===== src/rtl/pwm_3l_carrier_if.sv =====
`default_nettype none
// ============================================================================
// Module      : pwm_3l_carrier_if
// Description : Signal bundle between a modulation controller and the
//               three-level carrier PWM modulator.
//               master : drives en/period/ref_in/upd, observes outputs
//               slave  : the modulator itself
//   en       modulator enable
//   period   half carrier period in clocks (P)
//   ref_in   signed two's-complement modulation reference
//   upd      strobe: capture period and ref_in into the shadow registers
//   v_lev    commanded level 00=N, 01=O, 10=P
//   cnt_out  current carrier counter value
//   valley   one-cycle pulse on the first clock of the up phase
//   peak     one-cycle pulse on the first clock of the down phase
// Revision    : 1.0 - initial release
// ============================================================================
interface pwm_3l_carrier_if #(
    parameter int CNT_WIDTH = 16,
    parameter int REF_WIDTH = CNT_WIDTH + 1
);
    logic                        en;
    logic [CNT_WIDTH-1:0]        period;
    logic signed [REF_WIDTH-1:0] ref_in;
    logic                        upd;
    logic [1:0]                  v_lev;
    logic [CNT_WIDTH-1:0]        cnt_out;
    logic                        valley;
    logic                        peak;

    modport master (
        output en, period, ref_in, upd,
        input  v_lev, cnt_out, valley, peak
    );

    modport slave (
        input  en, period, ref_in, upd,
        output v_lev, cnt_out, valley, peak
    );
endinterface
`default_nettype wire


===== src/rtl/pwm_3l_carrier.sv =====
`default_nettype none
// ============================================================================
// Module      : pwm_3l_carrier
// Description : Three-level carrier-based PWM modulator. A signed,
//               shadow-registered reference is compared against a symmetric
//               triangular counter (0..P-1 up, P-1..0 down, 2P clocks per
//               carrier). The commanded phase level N/O/P is produced every
//               clock with one clock of latency, together with valley/peak
//               sync strobes for ADC triggering. Feeds the v_lev input of the
//               3L NPC/NPP/ANPC decoder.
// Ports       : clk  - system clock
//               rst  - asynchronous, active-low reset
//               bus  - pwm_3l_carrier_if.slave (en, period, ref_in, upd in;
//                      v_lev, cnt_out, valley, peak out)
// Options     : PWM_DOUBLE_UPDATE_EN - when defined, shadow->active transfer
//               also happens on the edge entering a peak cycle.
// Revision    : 1.0 - initial release
// ============================================================================
module pwm_3l_carrier #(
    parameter int CNT_WIDTH = 16,
    parameter int REF_WIDTH = CNT_WIDTH + 1
) (
    input  wire logic       clk,
    input  wire logic       rst,
    pwm_3l_carrier_if.slave bus
);

    // Magnitude comparisons are done in a width wide enough for both the
    // reference magnitude and the counter/period.
    localparam int c_CMP_W = (REF_WIDTH > CNT_WIDTH) ? REF_WIDTH : CNT_WIDTH;

    localparam logic [1:0]           c_LEV_N   = 2'b00;
    localparam logic [1:0]           c_LEV_O   = 2'b01;
    localparam logic [1:0]           c_LEV_P   = 2'b10;
    localparam logic [CNT_WIDTH-1:0] c_CNT_ONE = CNT_WIDTH'(1);

    // ST_IDLE doubles as "direction up, counter parked at 0".
    typedef enum logic [1:0] {
        ST_IDLE = 2'b00,
        ST_UP   = 2'b01,
        ST_DOWN = 2'b10
    } state_t;

    state_t                      r_state;
    state_t                      w_state_nxt;
    logic [CNT_WIDTH-1:0]        r_cnt;
    logic [CNT_WIDTH-1:0]        w_cnt_nxt;
    logic                        r_valley;
    logic                        w_valley_nxt;
    logic                        r_peak;
    logic                        w_peak_nxt;
    logic [1:0]                  r_v_lev;
    logic [1:0]                  w_v_lev_nxt;

    logic [CNT_WIDTH-1:0]        r_period_sh;
    logic signed [REF_WIDTH-1:0] r_ref_sh;
    logic [CNT_WIDTH-1:0]        r_period_act;
    logic signed [REF_WIDTH-1:0] r_ref_act;
    logic                        r_pend;
    logic                        w_pend_nxt;

    logic [CNT_WIDTH-1:0]        w_p_m1;
    logic                        w_valley_ent;
    logic                        w_peak_ent;
    logic                        w_xfer_win;
    logic                        w_xfer;
    logic [CNT_WIDTH-1:0]        w_period_src;
    logic signed [REF_WIDTH-1:0] w_ref_src;
    logic [CNT_WIDTH-1:0]        w_period_nxt;
    logic signed [REF_WIDTH-1:0] w_ref_nxt;

    logic [REF_WIDTH-1:0]        w_abs;
    logic [c_CMP_W-1:0]          w_abs_ext;
    logic [c_CMP_W-1:0]          w_p_ext;
    logic [c_CMP_W-1:0]          w_mag;
    logic [c_CMP_W-1:0]          w_cnt_ext;

    // ------------------------------------------------------------------
    // Carrier endpoints and shadow -> active transfer decision
    // ------------------------------------------------------------------
    always_comb begin
        w_p_m1       = r_period_act - c_CNT_ONE;
        w_valley_ent = (r_state == ST_DOWN) && (r_cnt == '0);
        w_peak_ent   = (r_state == ST_UP) && (r_cnt == w_p_m1);

        // While the modulator is not running (disabled, zero period, or
        // parked in idle) any pending update is taken immediately so that
        // the next carrier starts with fresh values.
`ifdef PWM_DOUBLE_UPDATE_EN
        w_xfer_win = !bus.en || (r_period_act == '0) || (r_state == ST_IDLE) ||
                     w_valley_ent || w_peak_ent;
`else
        w_xfer_win = !bus.en || (r_period_act == '0) || (r_state == ST_IDLE) ||
                     w_valley_ent;
`endif

        // An upd coinciding with the transfer edge bypasses the shadow
        // registers so the newest value is the one that takes effect.
        w_xfer       = w_xfer_win && (r_pend || bus.upd);
        w_period_src = bus.upd ? bus.period : r_period_sh;
        w_ref_src    = bus.upd ? bus.ref_in : r_ref_sh;
        w_period_nxt = w_xfer ? w_period_src : r_period_act;
        w_ref_nxt    = w_xfer ? w_ref_src    : r_ref_act;

        if (w_xfer) begin
            w_pend_nxt = 1'b0;
        end else if (bus.upd) begin
            w_pend_nxt = 1'b1;
        end else begin
            w_pend_nxt = r_pend;
        end
    end

    // ------------------------------------------------------------------
    // Carrier state / counter / strobes
    // ------------------------------------------------------------------
    always_comb begin
        w_state_nxt  = r_state;
        w_cnt_nxt    = r_cnt;
        w_valley_nxt = 1'b0;
        w_peak_nxt   = 1'b0;

        if (!bus.en || (w_period_nxt == '0)) begin
            // Disable aborts the carrier at once; a zero period parks it.
            w_state_nxt = ST_IDLE;
            w_cnt_nxt   = '0;
        end else begin
            case (r_state)
                ST_UP: begin
                    if (w_peak_ent) begin
                        w_state_nxt = ST_DOWN;
                        w_peak_nxt  = 1'b1;
`ifdef PWM_DOUBLE_UPDATE_EN
                        // A period refreshed at the peak restarts the down
                        // phase from its own top value.
                        w_cnt_nxt   = w_period_nxt - c_CNT_ONE;
`endif
                    end else begin
                        w_cnt_nxt = r_cnt + c_CNT_ONE;
                    end
                end
                ST_DOWN: begin
                    if (w_valley_ent) begin
                        w_state_nxt  = ST_UP;
                        w_cnt_nxt    = '0;
                        w_valley_nxt = 1'b1;
                    end else begin
                        w_cnt_nxt = r_cnt - c_CNT_ONE;
                    end
                end
                default: begin
                    // Leaving idle: the first running cycle is a valley.
                    w_state_nxt  = ST_UP;
                    w_cnt_nxt    = '0;
                    w_valley_nxt = 1'b1;
                end
            endcase
        end
    end

    // ------------------------------------------------------------------
    // Reference magnitude, saturated to the active period
    // ------------------------------------------------------------------
    always_comb begin
        // The two's-complement negation of the most-negative value reads
        // back as 2^(REF_WIDTH-1) when treated as unsigned, which always
        // exceeds P and therefore saturates like any oversized reference.
        w_abs     = r_ref_act[REF_WIDTH-1] ? $unsigned(-r_ref_act)
                                           : $unsigned(r_ref_act);
        w_abs_ext = c_CMP_W'(w_abs);
        w_p_ext   = c_CMP_W'(r_period_act);
        w_mag     = (w_abs_ext > w_p_ext) ? w_p_ext : w_abs_ext;
        w_cnt_ext = c_CMP_W'(r_cnt);
    end

    // ------------------------------------------------------------------
    // Level decision (registered, one clock behind the counter)
    // ------------------------------------------------------------------
    always_comb begin
        w_v_lev_nxt = c_LEV_O;
        // mag > cnt >= 0 implies a non-zero reference, so the sign bit alone
        // selects between N and P.
        if (bus.en && (r_state != ST_IDLE) && (w_mag > w_cnt_ext)) begin
            w_v_lev_nxt = r_ref_act[REF_WIDTH-1] ? c_LEV_N : c_LEV_P;
        end
    end

    // ------------------------------------------------------------------
    // Registers
    // ------------------------------------------------------------------
    always_ff @(posedge clk or negedge rst) begin
        if (!rst) begin
            r_state      <= ST_IDLE;
            r_cnt        <= '0;
            r_valley     <= 1'b0;
            r_peak       <= 1'b0;
            r_v_lev      <= c_LEV_O;
            r_period_sh  <= '0;
            r_ref_sh     <= '0;
            r_period_act <= '0;
            r_ref_act    <= '0;
            r_pend       <= 1'b0;
        end else begin
            r_state      <= w_state_nxt;
            r_cnt        <= w_cnt_nxt;
            r_valley     <= w_valley_nxt;
            r_peak       <= w_peak_nxt;
            r_v_lev      <= w_v_lev_nxt;
            r_period_act <= w_period_nxt;
            r_ref_act    <= w_ref_nxt;
            r_pend       <= w_pend_nxt;
            if (bus.upd) begin
                r_period_sh <= bus.period;
                r_ref_sh    <= bus.ref_in;
            end
        end
    end

    assign bus.v_lev   = r_v_lev;
    assign bus.cnt_out = r_cnt;
    assign bus.valley  = r_valley;
    assign bus.peak    = r_peak;

endmodule
`default_nettype wire


===== src/flat_wrapper.sv =====
// flat-port wrapper written by rule: the top's interface ports become plain ports
module pwm_3l_carrier_flat 
#(
    parameter int CNT_WIDTH = 16,
    parameter int REF_WIDTH = CNT_WIDTH + 1
)
  (clk, rst, bus_en, bus_period, bus_ref_in, bus_upd, bus_v_lev, bus_cnt_out, bus_valley, bus_peak);
  pwm_3l_carrier_if #(.CNT_WIDTH(CNT_WIDTH), .REF_WIDTH(REF_WIDTH)) bus_i ();
  input  wire logic clk;
  input  wire logic rst;
  input wire logic [$bits(bus_i.en)-1:0] bus_en;
  input wire logic [$bits(bus_i.period)-1:0] bus_period;
  input wire logic [$bits(bus_i.ref_in)-1:0] bus_ref_in;
  input wire logic [$bits(bus_i.upd)-1:0] bus_upd;
  output wire logic [$bits(bus_i.v_lev)-1:0] bus_v_lev;
  output wire logic [$bits(bus_i.cnt_out)-1:0] bus_cnt_out;
  output wire logic [$bits(bus_i.valley)-1:0] bus_valley;
  output wire logic [$bits(bus_i.peak)-1:0] bus_peak;
  assign bus_i.en = bus_en;
  assign bus_i.period = bus_period;
  assign bus_i.ref_in = bus_ref_in;
  assign bus_i.upd = bus_upd;
  assign bus_v_lev = bus_i.v_lev;
  assign bus_cnt_out = bus_i.cnt_out;
  assign bus_valley = bus_i.valley;
  assign bus_peak = bus_i.peak;
  pwm_3l_carrier #(.CNT_WIDTH(CNT_WIDTH), .REF_WIDTH(REF_WIDTH)) u_core (.clk(clk), .rst(rst), .bus(bus_i));
endmodule

===== config.mk =====
export PLATFORM = sky130hd
export DESIGN_NAME = pwm_3l_carrier_flat
export DESIGN_NICKNAME = d
export VERILOG_FILES = /design/src/rtl/pwm_3l_carrier_if.sv /design/src/rtl/pwm_3l_carrier.sv /design/src/flat_wrapper.sv
export SDC_FILE = /design/constraint.sdc
export NUM_CORES = 1
export LEC_CHECK = 0
export BUFFER_PORTS_ARGS = -buffer_cell sky130_fd_sc_hd__buf_2
export CELL_PAD_IN_SITES_DETAIL_PLACEMENT = 0
export CELL_PAD_IN_SITES_GLOBAL_PLACEMENT = 1
export CORE_MARGIN = 1
export CORE_UTILIZATION = 25
export CTS_BUF_LIST = sky130_fd_sc_hd__clkbuf_16
export CTS_CLUSTER_SIZE = 12
export DETAILED_ROUTE_END_ITERATION = 10
export PLACE_DENSITY_LB_ADDON = 0.25
export SYNTH_ARGS = -nofsm -noshare
export SYNTH_HDL_FRONTEND = slang
export SYNTH_SLANG_ARGS = --single-unit

===== constraint.sdc =====
create_clock -name clk -period 7.3 [get_ports clk]
set_input_delay 1.095 -clock clk [delete_from_list [all_inputs] [get_ports clk]]
set_output_delay 1.095 -clock clk [all_outputs]
set_load 0.01 [all_outputs]

## Word level (Yosys, flattened, before mapping)

Cells that the tools add are included.

| cells by class | value |
|---|---|
| $add $sub $neg | 4 |
| order comparisons | 2 |
| eq/ne operators | 6 |
| multiplexer cells | 23 |
| reduce and logical (&&, ||, !) cells | 18 |

Operators with widths:

| kind | count |
|---|---|
| $mux 16 | 5 |
| $mux 17 | 3 |
| $logic_not 16->1 | 3 |
| $gt 17x16->1 | 2 |
| $pmux 16 s2 | 1 |
| $sub 16x1->16 const B | 2 |
| $neg 17->17 | 1 |
| $add 16x1->16 const B | 1 |
| $eq 16x16->1 | 1 |
| $mux 2 | 5 |
| $mux 1 | 7 |
| $ne 3x2->1 const B | 2 |
| $logic_and 1x1->1 | 5 |
| $logic_or 1x1->1 | 5 |
| $pmux 2 s2 | 1 |
| $reduce_bool 2->1 | 2 |
| $ne 3x3->1 const B | 1 |
| $eq 2x1->1 const B | 1 |
| $eq 2x2->1 const B | 1 |
| $logic_not 2->1 | 1 |
| $pmux 1 s2 | 1 |
| $reduce_and 2->1 | 1 |
| $logic_not 1->1 | 1 |

| storage, ports and cells | value |
|---|---|
| register bits after elaboration | 89 |
| word-level logic and storage cells | 63 |

## Logic depth before layout (Yosys ltp)

Gate-level depths: netlist of the first run.

| depth | value |
|---|---|
| depth in word-level cells | 10 |
| gate-level depth with buffers | 24 |
| depth with buffers taken out | 23 |

## Least setup slack after synthesis of the first run

Ideal clock, no wire load.

| timing | value |
|---|---|
| kind | reg-to-reg |
| from | register u_core.r_ref_act[4] |
| to | register u_core.r_v_lev[1], in the netlist u_core.bus.v_lev[1] |
| arrival time | 5.236 ns |
| required time | 7.174 ns |
| path slack | 1.939 ns |
| cell stages (with the launch flop) | 23 |
| clock period less this slack | 5.361 ns |
| cell sequence | dfrtp_1 > nor4_1 > nand2b_1 > or3_1 > or4_1 > o31ai_1 > xnor2_1 > ha_1 > nand2_1 > or2_2 > nor2_1 > a21oi_1 > o21ai_1 > buf_2 > mux2_2 > ha_1 > nor2b_1 > o21a_1 > o21a_1 > o211ai_1 > a21oi_1 > o221a_2 > o311a_1 |

| on the way | value |
|---|---|
| word-level cells in the longest chain between the ends | 7 |

Ends and longest elaborated chain:

| element | RTL line | source |
|---|---|---|
| from (decl) | pwm_3l_carrier.sv:58 | `logic signed [REF_WIDTH-1:0] r_ref_act;` |
| from (signal assigned) | pwm_3l_carrier.sv:210 | `r_ref_act <= w_ref_nxt;` |
| $neg 17->17 | pwm_3l_carrier.sv:168 | `w_abs = r_ref_act[REF_WIDTH-1] ? $unsigned(-r_ref_act)` |
| $mux 17 * | pwm_3l_carrier.sv:168 |  |
| $gt 17x16->1 | pwm_3l_carrier.sv:172 | `w_mag = (w_abs_ext > w_p_ext) ? w_p_ext : w_abs_ext;` |
| $mux 17 * | pwm_3l_carrier.sv:172 |  |
| $gt 17x16->1 * | pwm_3l_carrier.sv:183 | `if (bus.en && (r_state != ST_IDLE) && (w_mag > w_cnt_ext)) begin` |
| $logic_and 1x1->1 * | pwm_3l_carrier.sv:183 |  |
| $mux 2 * | pwm_3l_carrier.sv:183 |  |
| via u_core.w_v_lev_nxt[1] | pwm_3l_carrier.sv:53 | `logic [1:0] w_v_lev_nxt;` |
| to (signal assigned) | pwm_3l_carrier.sv:197 | `r_v_lev <= c_LEV_O;` |
| to (signal assigned) | pwm_3l_carrier.sv:208 | `r_v_lev <= w_v_lev_nxt;` |
| to (decl) | pwm_3l_carrier.sv:52 | `logic [1:0] r_v_lev;` |

The timed path passes the listed nets; every way through them passes the cells marked *.
A chain may end at the register's enable or synchronous reset.

## Worst setup path in the final report of the first run

Same ends and word-level chain as after synthesis.

==> flow_summary.toml, run 1 <==
[final_layout]
diodes = 0
final_cell_mix = "dfrtp_1 (88), buf_2 (55), inv_1 (54)"
drive_gt1_frac = 0.197
nets = 785
area_delta_synth_final_pct = 13.2
final_common_cell = "dfrtp_1"
postLayoutCellArea_sq_um = 7010

[floorplan]
ioPinCount = 57
die_width_um = 159
die-area_sq_um = 25400
die_h_um = 159
coreArea_sq_um = 24300
rows = 57
start_util = 0.254

[logic_synthesis]
synth.distinct_cells = 64
syn_nets = 761
async_flop_share = 1.00
yosysTopAreaCellShare = 0.356
postSynthAreaPerCell_sq_um = 9.03
synth-seq-area-share = 0.360
synthXorXnorAreaFrac = 0.0453
synth_warnings = 0
yosys.area_share.simple = 0.176
synth_compound_area_frac = 0.159
synth_cells = 685
yosys.area.top_type = "dfrtp_1"
synth_area_leaders = "dfrtp_1 (36%), mux2_2 (9.1%), ha_1 (7.9%)"
synth_top_family_by_area = "simple AND/OR/NAND/NOR gates"
synth-seq-cells = 89
netlist_area_sq_um = 6190
synthMuxAreaShare = 0.114
ys.flop_type = "dfrtp_1"
synth_edf_count = 0
synth_adder_area_share = 0.0789

[power_and_ir_drop]
p_per_area_nw_per_um2 = 235
power.leakage_nw = 2.88
peakVddDrop_v = 0.000114

[global_routing]
grt_max_degree = 55
grt_pass1_wl_um = 30200
grt_pass1_vias = 5299
overflow = 0
track_usage = 0.153
antenna_found_initial = 0

[sta]
tns_ns = 0
worst_pin_slew_ns = 1.15
slew_headroom = 0.229
finalSetupViolCount = 0
fmax_ghz = 0.183
period_share = 0.749
worst_slack_ns = 1.83
hold_violations = 0
layout_min_cycle_time_ns = 5.47
rsz0062_at_grt = "no"
clock_skew_ns = 0.0164
drv_slew = 0

[detailed_routing]
ant_nets = 0
first_pass_iters = 4
first_iter_violations = 257
wl_per_cell_um = 17.9
drt-vias-per-instance = 4.93
routed_wl_um = 18500
num_vias = 5119
remaining_drc_errors = 0

[placed_design]
placed_area_sq_um = 6720
dpl.hpwl_um = 13700
io_buffers = 56
pre_cts_slack_ns = 1.85
place.gp.congestion = 0.794

[min_path]
min_path_type = "reg2reg"
hold_path_depth = 1
hold_end = "u_core.r_ref_sh[5]"
hp-start = "u_core.r_ref_sh[5]"

[clock_network]
clock_insertion_delay_worst_skew_ns = 0.36
cts_resized = 0
numCtsBuffers = 9
h-tree-depth = 3
cts_sinks = 89
postCtsHoldBufs = 0
tritoncts = "done"
cts_max_path_buffers = 2
clockRootBuffer = "clkbuf_16"
clk_pin_slew_ns = 0.07
post-cts-setup-buffers = 0

[critical_path]
r2r_end = "u_core.bus.v_lev[1]"
criticalPathCategory = "reg2reg"
cp_data_arrival_time_ns = 5.71
endpoint_kind = "flop"
r2r_start = "u_core.r_ref_act[4]"
reg2reg_depth = 22
crit_required_ns = 7.54
start_kind = "flop"
cp_max_fo = 16
r2r_setup_slack_ns = 1.83

[run]
cap_viol_max_count = 0

[outcome]
outcome = "finished clean"
## area by class of cell
cell class | instances | area [sq um]
fillers | 2584 | 17300
flip-flops and latches | 89 | 2230
multi-input cells | 493 | 3550
clock inverters | 7 | 61.3
repair buffers | 62 | 328
well taps | 324 | 405
inverters | 54 | 203
clock buffers | 9 | 225
## registers in the layout (all words and copies together) (netlist names), 2 cells and up
register	cells
u_core.r_ref_sh	17
u_core.r_state	2
u_core.bus.cnt_out	16
u_core.r_period_sh	16
u_core.r_ref_act	17
u_core.r_period_act	16
u_core.bus.v_lev	2
## report_power, final
| group | switching, mW | leakage [nW] | internal [mW] |
|---|---|---|---|
| Clock | 0.230 | 0.142 | 0.239 |
| Sequential | 0.0800 | 1.08 | 0.547 |
| Combinational | 0.287 | 1.65 | 0.262 |
## how the worst max path moves through the flow
stage,slack (ns),cells after the start,end,startpoint
3_3_place_gp,1.93,22,u_core.bus.v_lev[1],u_core.r_ref_act[4]
3_5_place_dp,1.85,22,u_core.bus.v_lev[1],u_core.r_ref_act[4]
5_1_grt,1.50,22,u_core.bus.v_lev[1],u_core.r_ref_act[4]
6_report,1.83,22,u_core.bus.v_lev[1],u_core.r_ref_act[4]
2_1_floorplan,1.94,22,u_core.bus.v_lev[1],u_core.r_ref_act[4]
4_1_cts,1.82,22,u_core.bus.v_lev[1],u_core.r_ref_act[4]
## worst max-delay path, cell delays in order (launching register included)
cell,delay (ns)
dfrtp_1,0.42
nor4_1,0.40
nand2b_1,0.13
or3_1,0.35
or4_1,0.47
o31ai_1,0.27
xnor2_1,0.13
ha_1,0.30
nand2_1,0.07
or2_2,0.30
o221ai_1,0.17
a21oi_1,0.06
o21ai_1,0.14
buf_4,0.26
mux2_2,0.36
ha_1,0.29
nor2b_1,0.14
o21a_1,0.16
o21a_1,0.16
o211ai_1,0.17
a21oi_1,0.09
o221a_2,0.26
o311a_1,0.28
## synth_stat cells (all sizes together), types with 13 or more instances
master,n
mux2i,14
dfrtp,88
xnor2,23
clkbuf,36
nor2,39
o21ai,38
nor3,19
nor4,14
nand3,18
mux2,50
buf,13
a21oi,48
ha,39
nand2,52
inv,54
nand4,21
## per-layer routing
layer  share of wire  track usage
met1            0.48        0.208
met2            0.46        0.249
met3           0.036       0.0208
met4           0.018       0.0516
met5               0            0
## per-stage QoR
stage               power, mW  hold WS, ns  instances  utilization
floorplan                1.03        0.452        685            -
global placement         1.20        0.483       1022        0.276
detailed placement       1.19        0.486       1022        0.276
CTS                      1.67        0.506       1038        0.288
global route             1.76        0.517       1038        0.288
finish                   1.65        0.499       1038        0.288
## logic make-up (layout without fill, tap and decap cells)
family / Yosys count / count (layout)
simple gates: 205 / 205
buf+inv: 103 / 132
compound gates: 153 / 153
mux: 64 / 64
flops: 89 / 89
xor+xnor: 32 / 32
fa+ha+maj: 39 / 39
Note: power is estimated with default switching activity, not from simulation.
==> inputs of run 2 (changes only) <==
- clock period: 7.3 -> 5.16 ns (I/O delays scaled with it)
==> flow_summary.toml, run 2 (synthesis results as in run 1) <==
[final_layout]
final_common_cell = "dfrtp_1"
drive_gt1_frac = 0.234
nFillCells = 2585
layout.cells.non_filler = 1058
diodes = 0
reg_top3 = "u_core.r_ref_act x17, u_core.r_ref_sh x17"
final_cell_mix = "dfrtp_1 (88), buf_2 (55), inv_1 (53)"
area_delta_synth_final_pct = 17.1
nets = 806
postLayoutCellArea_sq_um = 7240

[critical_path]
crit_required_ns = 5.40
cp_data_arrival_time_ns = 5.36
start_kind = "flop"
criticalPathCategory = "reg2reg"
endpoint_kind = "flop"
cp_max_fo = 3
r2r_setup_slack_ns = 0.04

[detailed_routing]
first_iter_violations = 319
ant_nets = 0
first_pass_iters = 5
routed_wl_um = 19000
num_vias = 5182
wl_per_cell_um = 18.0
remaining_drc_errors = 0
drt-vias-per-instance = 4.90

[floorplan]
coreArea_sq_um = 24300
die-area_sq_um = 25400
die_width_um = 159
start_util = 0.254
ioPinCount = 57
rows = 57
die_h_um = 159

[global_routing]
antenna_found_initial = 0
overflow = 0
grt_pass1_wl_um = 30200
grt_max_degree = 58
track_usage = 0.154
grt_pass1_vias = 5123

[sta]
worst_pin_slew_ns = 1.09
clock_skew_ns = 0.0125
hold_violations = 0
slew_headroom = 0.270
period_share = 0.993
finalSetupViolCount = 0
rsz0062_at_grt = "yes"
drv_slew = 0
layout_min_cycle_time_ns = 5.12
tns_ns = 0
fmax_ghz = 0.195

[clock_network]
h-tree-depth = 3
postCtsHoldBufs = 0
numCtsBuffers = 9
tritoncts = "done"
clock_insertion_delay_worst_skew_ns = 0.36
clk_pin_slew_ns = 0.07
clockRootBuffer = "clkbuf_16"
cts_sinks = 89
cts_max_path_buffers = 2

[power_and_ir_drop]
power.leakage_nw = 3.00
p_per_area_nw_per_um2 = 340
seqPwrFrac = 0.355
p_clk_frac = 0.263
peakVddDrop_v = 0.000150
p_sw_mw = 0.879
comb_power_share = 0.382
p_int_mw = 1.58
p_sw_frac = 0.357

[placed_design]
placed_area_sq_um = 6830
place.gp.congestion = 0.815
dpl.hpwl_um = 13900
dpl.cell_count = 1035
io_buffers = 56

[min_path]
min_path_type = "in2async"

[outcome]
outcome = "finished clean"

[run]
cap_viol_max_count = 0
run 2: cell types whose count changed in the layout (fill, tap and decap cells not counted), sizes merged:
cell    delta
clkbuf     +1
clkinv     -1
buf       +20
run 2: per-stage QoR:
step / total power, mW / worst slack [ns] / util / hold WS [ns]
floorplan: 1.46 / 0.0173 / - / 0.452
global placement: 1.74 / 0.0527 / 0.281 / 0.482
detailed placement: 1.73 / -0.0484 / 0.281 / 0.485
CTS: 2.41 / 0.0141 / 0.293 / 0.506
global route: 2.63 / -0.142 / 0.298 / 0.512
finish: 2.46 / 0.0387 / 0.298 / 0.496
run 2: path summary, 6_finish.rpt:
path | from | end | depth (start not counted)
hold / removal | rst | u_core.bus.cnt_out[5] | 1
max in group asynchronous | rst | u_core.r_period_act[12] | 2
hold reg to reg | u_core.r_ref_sh[15] | u_core.r_ref_sh[15] | 1
setup reg to reg | u_core.r_ref_act[3] | u_core.bus.v_lev[1] | 23
setup / recovery | u_core.r_ref_act[3] | u_core.bus.v_lev[1] | 23
min in group clk | u_core.r_ref_sh[15] | u_core.r_ref_sh[15] | 1
run 2: worst max-delay path, cell delays in order (launching register included):
cell and delay, ns:
dfrtp_1 0.38, nor4_2 0.30, nand2b_1 0.13, or3_1 0.33, or4_4 0.44, o31ai_2 0.21
xnor2_1 0.12, ha_1 0.30, nand2_1 0.08, or2_4 0.27, nor2_4 0.12, nand2_2 0.07
a2bb2oi_2 0.16, o21ai_2 0.07, buf_4 0.16, mux2_4 0.31, ha_1 0.29, nor2b_1 0.14
o21a_1 0.16, o21a_1 0.16, o211ai_1 0.15, a21oi_1 0.09, o221a_2 0.26, o311a_1 0.30
run 2: power by group through the flow:
stage | sequential [mW] | clock, mW | combinational, mW
finish | 0.873 | 0.649 | 0.941
global route | 0.887 | 0.695 | 1.04
CTS | 0.873 | 0.677 | 0.856
detailed placement | 0.885 | 0 | 0.849
global placement | 0.885 | 0 | 0.858
floorplan | 0.836 | 0 | 0.627
run 2: timing repair:
item,CTS,global route
gates cloned,0,1
pin swaps,0,3
hold endpoints to repair,0,0
gates resized for setup,2,11
setup endpoints to repair,1,2
buffers inserted,0,7
run 2: layout make-up:
cell class	count	area, sq um	share of cell area
Multi-Input combinational cell	493	3610	0.498
Sequential cell	89	2230	0.308
Timing Repair Buffer	83	528	0.0729
Tap cell	324	405	0.0560
Clock buffer	9	225	0.0311
Inverter	54	203	0.0280
Clock inverter	6	48.8	0.00674
run 2: layer usage:
metal | up-vias | part of all wire | global-route usage
met5 | - | 0 | 0
met3 | 17 | 0.032 | 0.0224
met1 | 2507 | 0.49 | 0.218
li1 | 2570 | - | -
met2 | 88 | 0.46 | 0.244
met4 | 0 | 0.012 | 0.0385
==> inputs of run 3 (changes only) <==
- CORE_UTILIZATION: 25 -> 45
==> flow_summary.toml, run 3 (synthesis results as in run 1) <==
[critical_path]
cp_data_arrival_time_ns = 5.43
crit_required_ns = 5.39
reg2reg_depth = 23
endpoint_kind = "flop"
r2r_end = "u_core.bus.v_lev[1]"
cp_max_fo = 5
start_kind = "flop"
criticalPathCategory = "reg2reg"
r2r_start = "u_core.r_ref_act[3]"
r2r_setup_slack_ns = -0.04

[placed_design]
dpl.hpwl_um = 12600
place.gp.congestion = 0.941
io_buffers = 56
dpl.cell_count = 880

[detailed_routing]
remaining_drc_errors = 0
num_vias = 5405
first_pass_iters = 5
routed_wl_um = 17300
drt-vias-per-instance = 5.95
first_iter_violations = 439
ant_nets = 0
wl_per_cell_um = 19.0

[outcome]
violations = "negative setup slack"
outcome = "finished, violations left"

[power_and_ir_drop]
comb_power_share = 0.372
peakVddDrop_v = 0.000236
power.leakage_nw = 3.02
p_sw_mw = 0.888
seqPwrFrac = 0.346
p_sw_frac = 0.345
p_per_area_nw_per_um2 = 360
p_int_mw = 1.68
power_mw = 2.57
p_clk_frac = 0.282

[sta]
slew_headroom = 0.431
tns_ns = -0.0359
worst_pin_slew_ns = 0.853
clock_skew_ns = 0.00696
rsz0062_at_grt = "yes"
period_share = 1.01
hold_violations = 0
worst_slack_ns = -0.0359
finalSetupViolCount = 1
fmax_ghz = 0.192
layout_min_cycle_time_ns = 5.20
drv_slew = 0

[min_path]
min_path_type = "in2async"

[clock_network]
cts_sinks = 89
cts_max_path_buffers = 2
postCtsHoldBufs = 0
clockRootBuffer = "clkbuf_16"
numCtsBuffers = 9
clk_pin_slew_ns = 0.07
clock_insertion_delay_worst_skew_ns = 0.35
h-tree-depth = 3
tritoncts = "done"

[floorplan]
die-area_sq_um = 14200
die_h_um = 119
start_util = 0.464
coreArea_sq_um = 13300
die_width_um = 119
ioPinCount = 57
rows = 42

[global_routing]
track_usage = 0.251
antenna_found_initial = 0
grt_pass1_vias = 5169
overflow = 0
grt_max_degree = 53
grt_pass1_wl_um = 27700

[final_layout]
area_delta_synth_final_pct = 15.5
layout.cells.non_filler = 909
final_cell_mix = "dfrtp_1 (88), buf_2 (55), inv_1 (53)"
diodes = 0
final_util = 0.535
drive_gt1_frac = 0.243
nets = 804
final_common_cell = "dfrtp_1"
reg_top3 = "u_core.r_ref_act x17, u_core.r_ref_sh x17"

[run]
cap_viol_max_count = 0
run 3: repair_timing:
action / in CTS / in global routing
setup buffers: 1 / 11
setup endpoints to repair: 2 / 2
gates cloned: 0 / 1
pin swaps: 0 / 13
resized for setup: 4 / 24
run 3: metal layers:
metal  part of all wire  global-route usage  vias to the layer above
li1                   -                   -                     2565
met1               0.47               0.353                     2657
met2               0.46               0.395                      162
met3              0.049              0.0465                       21
met4              0.016              0.0680                        0
met5                  0                   0                        -
run 3: area by class of cell:
type                    count  area [sq um]
fillers                  1252          6200
clock buffers               9           225
flip-flops and latches     89          2230
multi-input cells         493          3690
well taps                 176           220
clock inverters             7          98.8
repair buffers             81           478
inverters                  54           203
run 3: critical path, cell delays in order, from the launching register on:
cell and delay [ns]:
dfrtp_1 0.40, nor4_4 0.28, nand2b_1 0.12, or3_4 0.34
or4_4 0.55, o31ai_4 0.27, xnor2_2 0.11, ha_1 0.32
nand2_2 0.07, or2_4 0.25, o221ai_2 0.17, a21oi_2 0.06
o21ai_2 0.26, buf_6 0.17, buf_4 0.11, buf_4 0.10
mux2_2 0.33, ha_1 0.26, nand2_1 0.06, nor2_1 0.06
nand2_1 0.07, o2111ai_1 0.12, o221a_2 0.29, o311a_1 0.29
run 3: worst max-delay path by stage:
stage / from / endpoint / cells after the start
after floorplan: u_core.r_ref_act[4] / u_core.bus.v_lev[1] / 22
after global placement: u_core.r_ref_act[6] / u_core.bus.v_lev[1] / 22
after detailed placement: u_core.r_ref_act[0] / u_core.bus.v_lev[1] / 23
after CTS: u_core.r_ref_act[0] / u_core.bus.v_lev[1] / 23
after global routing: u_core.r_ref_act[3] / u_core.bus.v_lev[1] / 23
final: u_core.r_ref_act[3] / u_core.bus.v_lev[1] / 23
run 3: through the flow:
stage	instance area [sq um]	setup WS, ns	hold slack (ns)
6_report	7150	-0.0359	0.383
5_1_grt	7150	-0.209	0.427
3_3_place_gp	6580	0.0871	0.480
3_5_place_dp	6580	-0.106	0.482
4_1_cts	6930	0.00692	0.404
2_1_floorplan	6200	0.0173	0.452
run 3: power by group through the flow:
stage                     Combinational [mW]  Clock, mW  Sequential [mW]
after floorplan                        0.627          0            0.836
after global placement                 0.783          0            0.891
after detailed placement               0.803          0            0.896
after CTS                              0.812      0.741            0.885
after global routing                    1.06      0.768            0.901
final                                  0.956      0.727            0.890
